$ cat config.mk
export PLATFORM = sky130hd
export DESIGN_NAME = inst_fetch_unit
export DESIGN_NICKNAME = d
export VERILOG_FILES = /design/src/rtl/inst_fetch_unit.sv
export SDC_FILE = /design/constraint.sdc
export NUM_CORES = 1
export LEC_CHECK = 0
export ABC_AREA = 1
export CORE_UTILIZATION = 50
export CTS_CLUSTER_DIAMETER = 40
export DETAILED_ROUTE_END_ITERATION = 7
export PLACE_DENSITY_LB_ADDON = 0.1
export SKIP_LAST_GASP = 1
export SLEW_MARGIN = 20
export SYNTH_ARGS = -nofsm -noshare
export SYNTH_HDL_FRONTEND = slang
export SYNTH_SLANG_ARGS = --single-unit
export TNS_END_PERCENT = 50
$ cat constraint.sdc
create_clock -name clk -period 2.8 [get_ports clk]
set_input_delay 0.56 -clock clk [delete_from_list [all_inputs] [get_ports clk]]
set_output_delay 0.56 -clock clk [all_outputs]
set_load 0.02 [all_outputs]
$ cat src/rtl/inst_fetch_unit.sv
// inst_fetch_unit: RiSC-16 instruction fetch stage.
//   Issues sequential word-address reads to instruction memory, tracks
//   in-flight reads, buffers responses in a prefetch FIFO and hands them to
//   decode over a valid/ready handshake. A redirect flushes the FIFO, marks
//   in-flight responses for discard and restarts fetch at redirect_pc.
// Ports:
//   clk, rst                     clock, synchronous active-high reset
//   imem_req_valid/ready/addr    instruction memory read request
//   imem_rsp_valid/data          in-order read responses (latency >= 1)
//   redirect_valid/pc            one-cycle restart pulse and new PC
//   inst_valid/ready/data/pc     head-of-FIFO instruction to decode
module inst_fetch_unit #(
  parameter int unsigned       ADDR_W     = 16,
  parameter int unsigned       DATA_W     = 16,
  parameter int unsigned       FIFO_DEPTH = 4,
  parameter logic [ADDR_W-1:0] RESET_PC   = '0
) (
  input  logic              clk,
  input  logic              rst,
  output logic              imem_req_valid,
  input  logic              imem_req_ready,
  output logic [ADDR_W-1:0] imem_req_addr,
  input  logic              imem_rsp_valid,
  input  logic [DATA_W-1:0] imem_rsp_data,
  input  logic              redirect_valid,
  input  logic [ADDR_W-1:0] redirect_pc,
  output logic              inst_valid,
  input  logic              inst_ready,
  output logic [DATA_W-1:0] inst_data,
  output logic [ADDR_W-1:0] inst_pc
);

  localparam int unsigned PTR_W = $clog2(FIFO_DEPTH);
  localparam int unsigned CNT_W = PTR_W + 1;

  localparam logic [CNT_W:0]   DEPTH_C  = (CNT_W+1)'(FIFO_DEPTH);
  localparam logic [CNT_W-1:0] CNT_ONE  = CNT_W'(1);
  localparam logic [PTR_W-1:0] PTR_ONE  = PTR_W'(1);
  localparam logic [ADDR_W-1:0] PC_ONE  = ADDR_W'(1);

  logic [DATA_W-1:0] fifo_mem [FIFO_DEPTH];
  logic [PTR_W-1:0]  rd_ptr, wr_ptr;
  logic [CNT_W-1:0]  count, outstanding, discard;
  logic [ADDR_W-1:0] fetch_pc, head_pc;

  logic [CNT_W:0] occupancy;
  logic           credit, accept, push, pop, drop;

  always_comb begin
    // Buffered plus in-flight entries never exceed the FIFO, so responses
    // can always be accepted without backpressure.
    occupancy      = {1'b0, count} + {1'b0, outstanding};
    credit         = occupancy < DEPTH_C;
    imem_req_valid = credit && !redirect_valid && !rst;
    imem_req_addr  = fetch_pc;
    accept         = imem_req_valid && imem_req_ready;

    inst_valid     = count != '0;
    inst_data      = inst_valid ? fifo_mem[rd_ptr] : '0;
    inst_pc        = head_pc;

    // During a redirect the FIFO is flushed, so neither push nor pop apply.
    pop            = inst_valid && inst_ready && !redirect_valid;
    push           = imem_rsp_valid && (discard == '0) && !redirect_valid;
    drop           = imem_rsp_valid && (discard != '0) && !redirect_valid;
  end

  always_ff @(posedge clk) begin
    if (push) begin
      fifo_mem[wr_ptr] <= imem_rsp_data;
    end
  end

  always_ff @(posedge clk) begin
    if (rst) begin
      fetch_pc    <= RESET_PC;
      head_pc     <= RESET_PC;
      rd_ptr      <= '0;
      wr_ptr      <= '0;
      count       <= '0;
      outstanding <= '0;
      discard     <= '0;
    end else if (redirect_valid) begin
      fetch_pc <= redirect_pc;
      head_pc  <= redirect_pc;
      rd_ptr   <= '0;
      wr_ptr   <= '0;
      count    <= '0;
      // Every read still in flight after this cycle belongs to the old path;
      // a response arriving now is dropped along with the flush.
      if (imem_rsp_valid) begin
        outstanding <= outstanding - CNT_ONE;
        discard     <= outstanding - CNT_ONE;
      end else begin
        discard     <= outstanding;
      end
    end else begin
      if (accept) begin
        fetch_pc <= fetch_pc + PC_ONE;
      end
      if (push) begin
        wr_ptr <= wr_ptr + PTR_ONE;
      end
      if (pop) begin
        rd_ptr  <= rd_ptr + PTR_ONE;
        head_pc <= head_pc + PC_ONE;
      end
      if (push && !pop) begin
        count <= count + CNT_ONE;
      end else if (pop && !push) begin
        count <= count - CNT_ONE;
      end
      if (accept && !imem_rsp_valid) begin
        outstanding <= outstanding + CNT_ONE;
      end else if (!accept && imem_rsp_valid) begin
        outstanding <= outstanding - CNT_ONE;
      end
      if (drop) begin
        discard <= discard - CNT_ONE;
      end
    end
  end

  a_rsp_has_request: assert property (@(posedge clk) disable iff (rst)
    imem_rsp_valid |-> (outstanding != '0));

endmodule

==> results.json, run 1 <==
{
  "worst-path-max-fanout": 16,
  "synth_compound_area_share_pct": 12.3,
  "cp-end-kind": "output pin",
  "diodes": 0,
  "preCtsSetupSlack_ns": 0.117,
  "grt_pass1_vias": 4324,
  "drt_wl_total_um": 12700,
  "core.rowCount": 37,
  "hold_path.class": "reg -> reg",
  "status": "finished clean",
  "synth-seq-cells": 111,
  "hpwlAfterDp_um": 8980,
  "fin_worst_skew_ns": 0.0158,
  "critical_path_class": "reg -> out",
  "root_buffer": "clkbuf_8",
  "fp.dieW_um": 107,
  "cts_tree": "built",
  "die_area_mm2": 0.0114,
  "vdd_drop_max_uv": 243,
  "seqPwrFrac_pct": 55.2,
  "finalSetupViolCount": 0,
  "postCtsSetupRepairBufs": 0,
  "fin_ws_ns": 0.120,
  "vias_per_cell": 5.20,
  "cts_buffers": 9,
  "rsz0062_at_grt": "yes",
  "critPathRequiredTime_ns": 2.24,
  "yosysWarningCount": 0,
  "htreeDepth": 3,
  "die_y_um": 107,
  "cts_buffer_depth": 2,
  "power.density_mw_per_mm2": 499,
  "p_sw_uw": 971,
  "grt_pass1_wl_um": 20600,
  "synth_area_mm2": 0.00549,
  "fin_util_pct": 64.0,
  "globalplace.congestion": 0.917,
  "portBuffers": 87,
  "slew_violations": 0,
  "syn_area_per_cell_um2": 8.39,
  "muxShareOfSynthArea_pct": 0,
  "internal_power_uw": 2390,
  "final_common_cell": "nor2_1",
  "postSynthCellCount": 655,
  "syn_nets": 707,
  "p_clk_share_pct": 27.1,
  "core-area_mm2": 0.0105,
  "insertion_delay_ns": 0.37,
  "leakagePower_uw": 0.00259,
  "postLayoutCellArea_mm2": 0.00673,
  "comb_power_share_pct": 17.7,
  "synth_top_family_by_area": "simple AND/OR/NAND/NOR gates",
  "hold_viol": 0,
  "grt_max_degree": 33,
  "tightest_slew_ns": 0.608,
  "dr.first_iter.drc_count": 279,
  "drcViolationCount": 0,
  "vias": 4612,
  "critPathArrivalTime_ns": 2.12,
  "wl_per_cell_um": 14.4,
  "ys_types": 36,
  "fin_total_pwr_uw": 3360,
  "grt_antenna_before_repair": 0,
  "pin_count": 88,
  "final_cell_mix": "nor2_1, nand2_1, clkdlybuf4s50_1",
  "maxCapViolations": 0,
  "slew_headroom_pct": 59.4,
  "synth-simple-area-share_pct": 23.3,
  "worstSetupStartpointType": "flip-flop",
  "period_needed_ns": 2.68,
  "start_util_pct": 52.3,
  "clk_pin_slew_worst_paths_ns": 0.11,
  "ys_seq_area_share_pct": 52.1,
  "setup_tns_ns": 0,
  "drive_gt1_share_pct": 6.92,
  "fin_nets": 798,
  "swShare_pct": 28.9,
  "first_pass_iters": 5,
  "post_cts_resized": 1,
  "clock.fmax_mhz": 373,
  "placed_area_mm2": 0.00654,
  "clock_sinks": 111,
  "overflow": 0,
  "detail-route-antenna-nets": 0,
  "fin_crit_sh_pct": 95.7,
  "synth-xor-area-share_pct": 1.91,
  "grt_usage_pct": 23.1,
  "synth_fa_ha_area_share_pct": 3.33,
  "areaGrowthSynthToFinish_pct": 22.4,
  "ctsHoldBuffers": 0
}
power groups by stage:
| stage | Combinational (µW) | Clock, µW | Sequential, µW |
|---|---|---|---|
| 2_1_floorplan | 317 | 0 | 1910 |
| 3_3_place_gp | 580 | 0 | 1890 |
| 3_5_place_dp | 594 | 0 | 1890 |
| 4_1_cts | 597 | 929 | 1850 |
| 5_1_grt | 656 | 979 | 1860 |
| 6_report | 595 | 910 | 1850 |
state kept, by name, indices dropped and copies added (netlist names), named ones only:
| signal | count |
|---|---|
| discard | 3 |
| outstanding | 3 |
| rd_ptr | 2 |
| count | 3 |
| imem_req_addr | 16 |
| inst_pc | 16 |
| fifo_mem | 64 |
| wr_ptr | 2 |
layer usage:
layer / track usage (%) / vias to the layer above / share of wire, %
met4: 8.71 / 0 / 2.2
li1: - / 2350 / -
met2: 39.3 / 151 / 48
met1: 30.0 / 2088 / 44
met5: 0 / - / 0
met3: 3.16 / 23 / 5.5
per-stage QoR:
stage	hold slack, ns	instances
after floorplan	0.436	655
after global placement	0.451	871
after detailed placement	0.455	871
after CTS	0.462	887
after global routing	0.504	887
final	0.467	887
cell type report:
cell class	instances	area, µm²
clock buffers	9	124
fillers	871	3780
well taps	136	170
flip-flops and latches	111	2870
repair buffers	103	991
multi-input cells	450	2250
clock inverters	7	58.8
inverters	71	269
Yosys cell counts (all sizes together):
library cell	n	share of area, %
nor2	122	8.9
nand2	120	8.7
inv	70	4.8
o21ai	65	5.9
edfxtp	64	35
a21oi	51	4.7
dfxtp	47	17
nand3	30	2.9
clkbuf	15	1.0
ha	13	3.0
nand4	13	1.5
nor3	11	1.3
xor2	9	1.4
buf	8	1.1
a31oi	5	0.57
o211ai	3	0.68
xnor2	3	0.48
a211oi	1	0.14
a22o	1	0.16
and3	1	0.11
clkinv	1	0.068
fa	1	0.36
o21a	1	0.14
critical path, cell delays in order (launching register included):
cell             delay (ns)
dfxtp_1                0.36
inv_1                  0.27
nor2_1                 0.20
o21ai_0                0.10
a21oi_1                0.19
clkdlybuf4s50_1        0.63
logic make-up (layout without fill, tap and decap cells):
| kind of cell | Yosys count | after routing |
|---|---|---|
| AND/OR/NAND/NOR | 297 | 297 |
| AO/OA/AOI/OAI | 127 | 127 |
| flip-flops | 111 | 111 |
| buffers and inverters | 94 | 190 |
| adder cells (fa/ha/maj) | 14 | 14 |
| XOR/XNOR | 12 | 12 |
path summary, 6_finish.rpt:
check	startpoint	to	slack, ns	depth (start not counted)
worst max-delay path	flip-flop	inst_data[8]	0.12	5
worst max register to register	discard[0]	count[2]	0.77	14
worst min register to register	rd_ptr[0]	flip-flop	0.47	2
worst min-delay path	rd_ptr[0]	flip-flop	0.47	2
No activity file was read; power rests on OpenSTA's default activity.
==> run 2: changes to the inputs <==
- SLEW_MARGIN: 20 -> unset
- TNS_END_PERCENT: 50 -> unset
==> results.json, run 2 (synthesis gave the netlist of run 1 again) <==
{
  "slew_headroom_pct": 63.1,
  "fin_ws_ns": 0.130,
  "largest_reg_flops": 64,
  "cpPeakStageDelay_ns": 0.60,
  "vdd_drop_max_uv": 292,
  "placed_area_mm2": 0.00654,
  "insertion_delay_ns": 0.37,
  "grt_max_degree": 33,
  "grt_antenna_before_repair": 0,
  "cts_buffers": 9,
  "fin_crit_sh_pct": 95.4,
  "seqPwrFrac_pct": 55.2,
  "p_clk_share_pct": 27.1,
  "critical_path_class": "in -> out",
  "diodes": 0,
  "postLayoutCellArea_mm2": 0.00675,
  "comb_power_share_pct": 17.7,
  "maxCapViolations": 0,
  "clock.fmax_mhz": 375,
  "root_buffer": "clkbuf_8",
  "start_util_pct": 52.3,
  "p_sw_uw": 969,
  "dr.first_iter.drc_count": 279,
  "core-area_mm2": 0.0105,
  "slew_violations": 0,
  "pin_count": 88,
  "instances_no_fill": 888,
  "cp_slowest_cell": "clkdlybuf4s50_1",
  "fin_nets": 799,
  "die_y_um": 107,
  "portBuffers": 87,
  "grt_usage_pct": 23.1,
  "cts_buffer_depth": 2,
  "crit_top_cell": "clkdlybuf4s50_1",
  "swShare_pct": 28.9,
  "cp-end-kind": "output pin",
  "die_area_mm2": 0.0114,
  "drcViolationCount": 0,
  "grt_pass1_vias": 4324,
  "crit_chain": "clkdlybuf4s50_1 > nor2_8 > nand2_4 > nor2_4 > clkdlybuf4s50_1",
  "hold_viol": 0,
  "overflow": 0,
  "critPathRequiredTime_ns": 2.24,
  "drt_wl_total_um": 12700,
  "fp.dieW_um": 107,
  "rsz0062_at_grt": "no",
  "worst-path-max-fanout": 6,
  "final_common_cell": "nor2_1",
  "internal_power_uw": 2390,
  "grt_pass1_wl_um": 20600,
  "first_pass_iters": 5,
  "htreeDepth": 3,
  "hold_path.class": "reg -> reg",
  "drive_gt1_share_pct": 7.18,
  "power.density_mw_per_mm2": 497,
  "core.rowCount": 37,
  "areaGrowthSynthToFinish_pct": 22.9,
  "preCtsSetupSlack_ns": 0.117,
  "detail-route-antenna-nets": 0,
  "final_cell_mix": "nor2_1, nand2_1, clkdlybuf4s50_1",
  "globalplace.congestion": 0.917,
  "cts_tree": "built",
  "finalSetupViolCount": 0,
  "wl_per_cell_um": 14.3,
  "vias_per_cell": 5.22,
  "leakagePower_uw": 0.00260,
  "hpwlAfterDp_um": 8980,
  "vias": 4636,
  "fin_worst_skew_ns": 0.0154,
  "worstSetupStartpointType": "input port",
  "dp_cells": 871,
  "clk_pin_slew_worst_paths_ns": 0.10,
  "status": "finished clean",
  "critPathArrivalTime_ns": 2.11,
  "clock_sinks": 111,
  "tightest_slew_ns": 0.551,
  "regMostFlops": "fifo_mem",
  "setup_tns_ns": 0,
  "period_needed_ns": 2.67
}
==> run 2: cell count changes in the layout (fill, tap and decap cells not counted) <==
cell | previous run | this run
clkinvlp_4 | 0 | 1
buf_12 | 0 | 1
inv_1 | 66 | 65
==> run 2: through the flow <==
stage | total power [µW] | utilization, % | hold WS [ns]
3_5_place_dp | 2480 | 62.2 | 0.455
5_1_grt | 3500 | 64.2 | 0.504
2_1_floorplan | 2220 | - | 0.436
4_1_cts | 3380 | 63.9 | 0.462
6_report | 3360 | 64.2 | 0.467
3_3_place_gp | 2470 | 62.2 | 0.451
==> run 2: path summary, 6_finish.rpt <==
kind / startpoint / endpoint / slack (ns) / cells past startpoint
hold / removal: rd_ptr[0] / flip-flop / 0.47 / 2
setup / recovery: redirect_valid / imem_req_valid / 0.13 / 5
hold reg to reg: rd_ptr[0] / flip-flop / 0.47 / 2
setup reg to reg: discard[0] / count[2] / 0.76 / 14
==> run 2: power by group through the flow <==
| stage | clock (µW) | combinational [µW] | sequential, µW |
|---|---|---|---|
| final | 909 | 595 | 1850 |
| after floorplan | 0 | 317 | 1910 |
| after global routing | 984 | 656 | 1860 |
| after global placement | 0 | 580 | 1890 |
| after CTS | 929 | 597 | 1850 |
| after detailed placement | 0 | 594 | 1890 |
==> run 2: per-layer routing <==
metal	wire, µm	vias to the layer above	global-route usage [%]
li1	-	2355	-
met1	5610	2112	30.0
met2	6190	150	39.3
met3	682	19	3.16
met4	232	0	8.71
met5	0	-	0
==> run 2: final cells by class <==
| cell class | count | area [µm²] |
|---|---|---|
| Timing Repair Buffer | 104 | 1010 |
| Fill cell | 872 | 3760 |
| Sequential cell | 111 | 2870 |
| Multi-Input combinational cell | 450 | 2250 |
| Inverter | 71 | 273 |
| Tap cell | 136 | 170 |
| Clock buffer | 9 | 124 |
| Clock inverter | 7 | 58.8 |
==> run 2: worst max-delay path: cells and delay by family <==
| family | cells | cell delay (ns) |
|---|---|---|
| buffers and inverters | 2 | 1.20 |
| and+or+nand+nor | 3 | 0.36 |
==> run 2: repair_timing <==
item | in CTS | in global routing
cloned | 0 | 0
hold endpoints to repair | 0 | 0
gates resized for setup | 1 | 4
endpoints found under the setup margin | 9 | 12
buffers inserted | 0 | 1
hold buffers | 0 | 0
==> run 3: changes to the inputs <==
- CORE_UTILIZATION: 50 -> 54
==> results.json, run 3 (synthesis gave the netlist of run 1 again) <==
{
  "status": "finished clean",
  "cts_buffers": 9,
  "seqPwrFrac_pct": 54.4,
  "globalplace.congestion": 0.932,
  "tightest_slew_ns": 0.561,
  "overflow": 0,
  "slew_headroom_pct": 62.6,
  "dp_cells": 868,
  "grt_usage_pct": 25.6,
  "vdd_drop_max_uv": 229,
  "maxCapViolations": 0,
  "ctsHoldBuffers": 0,
  "fin_worst_skew_ns": 0.00878,
  "instances_no_fill": 884,
  "fp.dieW_um": 103,
  "root_buffer": "clkbuf_8",
  "setup_tns_ns": 0,
  "dr.first_iter.drc_count": 293,
  "largest_reg_flops": 64,
  "comb_power_share_pct": 17.4,
  "fin_util_pct": 68.6,
  "grt_antenna_before_repair": 0,
  "final_common_cell": "nor2_1",
  "pin_count": 88,
  "drcViolationCount": 0,
  "detail-route-antenna-nets": 0,
  "final_cell_mix": "nor2_1, nand2_1, clkdlybuf4s50_1",
  "leakagePower_uw": 0.00261,
  "fin_ws_ns": 0.130,
  "clk_pin_slew_worst_paths_ns": 0.10,
  "drt_wl_total_um": 12900,
  "vias": 4661,
  "grt_pass1_wl_um": 20400,
  "hold_viol": 0,
  "critical_path_class": "in -> out",
  "diodes": 0,
  "placed_area_mm2": 0.00653,
  "fin_crit_sh_pct": 95.3,
  "finalSetupViolCount": 0,
  "preCtsSetupSlack_ns": 0.118,
  "first_pass_iters": 5,
  "cts_buffer_depth": 2,
  "hold_path.class": "reg -> reg",
  "internal_power_uw": 2470,
  "fin_nets": 798,
  "htreeDepth": 3,
  "portBuffers": 87,
  "cts_tree": "built",
  "core-area_mm2": 0.00982,
  "power.density_mw_per_mm2": 506,
  "postLayoutCellArea_mm2": 0.00673,
  "die_y_um": 103,
  "critPathRequiredTime_ns": 2.24,
  "grt_pass1_vias": 4374,
  "critPathArrivalTime_ns": 2.11,
  "start_util_pct": 55.9,
  "clock.fmax_mhz": 375,
  "cp-end-kind": "output pin",
  "slew_violations": 0,
  "rsz0062_at_grt": "no",
  "postCtsSetupRepairBufs": 0,
  "whs_path_depth": 2,
  "drive_gt1_share_pct": 6.66,
  "final.fill_count": 833,
  "regMostFlops": "fifo_mem",
  "worstSetupStartpointType": "input port",
  "wl_per_cell_um": 14.6,
  "swShare_pct": 27.6,
  "vias_per_cell": 5.27,
  "p_sw_uw": 940,
  "worst-path-max-fanout": 4,
  "clock_sinks": 111,
  "p_clk_share_pct": 28.2,
  "period_needed_ns": 2.67,
  "core.rowCount": 36,
  "grt_max_degree": 33,
  "areaGrowthSynthToFinish_pct": 22.6,
  "rr_worst_depth": 14,
  "insertion_delay_ns": 0.38,
  "die_area_mm2": 0.0106,
  "hpwlAfterDp_um": 9040
}
run 3: cell count changes in the layout (fill, tap and decap cells not counted), sizes merged:
cell	change
clkbuf	+3
bufinv	+1
buf	-1
dlymetal6s2s	+1
clkinv	-2
clkdlybuf4s50	-1
inv	-2
run 3: through the flow:
| step | hold WS (ns) | power, µW |
|---|---|---|
| after floorplan | 0.436 | 2220 |
| after global placement | 0.454 | 2470 |
| after detailed placement | 0.456 | 2480 |
| after CTS | 0.470 | 3410 |
| after global routing | 0.516 | 3560 |
| final | 0.473 | 3410 |
run 3: critical path, stage by stage:
cell             delay [ns]
clkdlybuf4s50_1        0.53
nor2_8                 0.17
nand2_4                0.05
nor2_4                 0.17
clkdlybuf4s50_1        0.63
run 3: final timing paths:
path	slack, ns	endpoint	startpoint
hold reg to reg	0.47	flip-flop	rd_ptr[0]
setup reg to reg	0.76	count[2]	discard[0]
hold / removal	0.47	flip-flop	rd_ptr[0]
setup / recovery	0.13	imem_req_valid	redirect_valid
run 3: what timing repair did:
action,in CTS,in global routing
resized for setup,1,4
cloned,0,0
endpoints found under the setup margin,13,10
run 3: area by class of cell:
type,count,area [µm²],area share (%)
Clock buffer,12,135,2.01
Sequential cell,111,2870,42.6
Clock inverter,4,55.1,0.818
Inverter,71,269,4.00
Multi-Input combinational cell,450,2250,33.4
Tap cell,133,166,2.47
Timing Repair Buffer,103,993,14.8
run 3: layer usage:
layer	wire length, µm	vias to the layer above	track usage [%]
li1	-	2349	-
met1	5540	2121	32.3
met2	6180	164	43.2
met3	806	27	3.86
met4	380	0	12.8
met5	0	-	0
run 3: power by group through the flow:
stage	logic (µW)	registers (µW)	clock network, µW
floorplan	317	1910	0
global placement	578	1890	0
detailed placement	591	1890	0
CTS	595	1850	965
global route	663	1860	1040
finish	594	1850	960
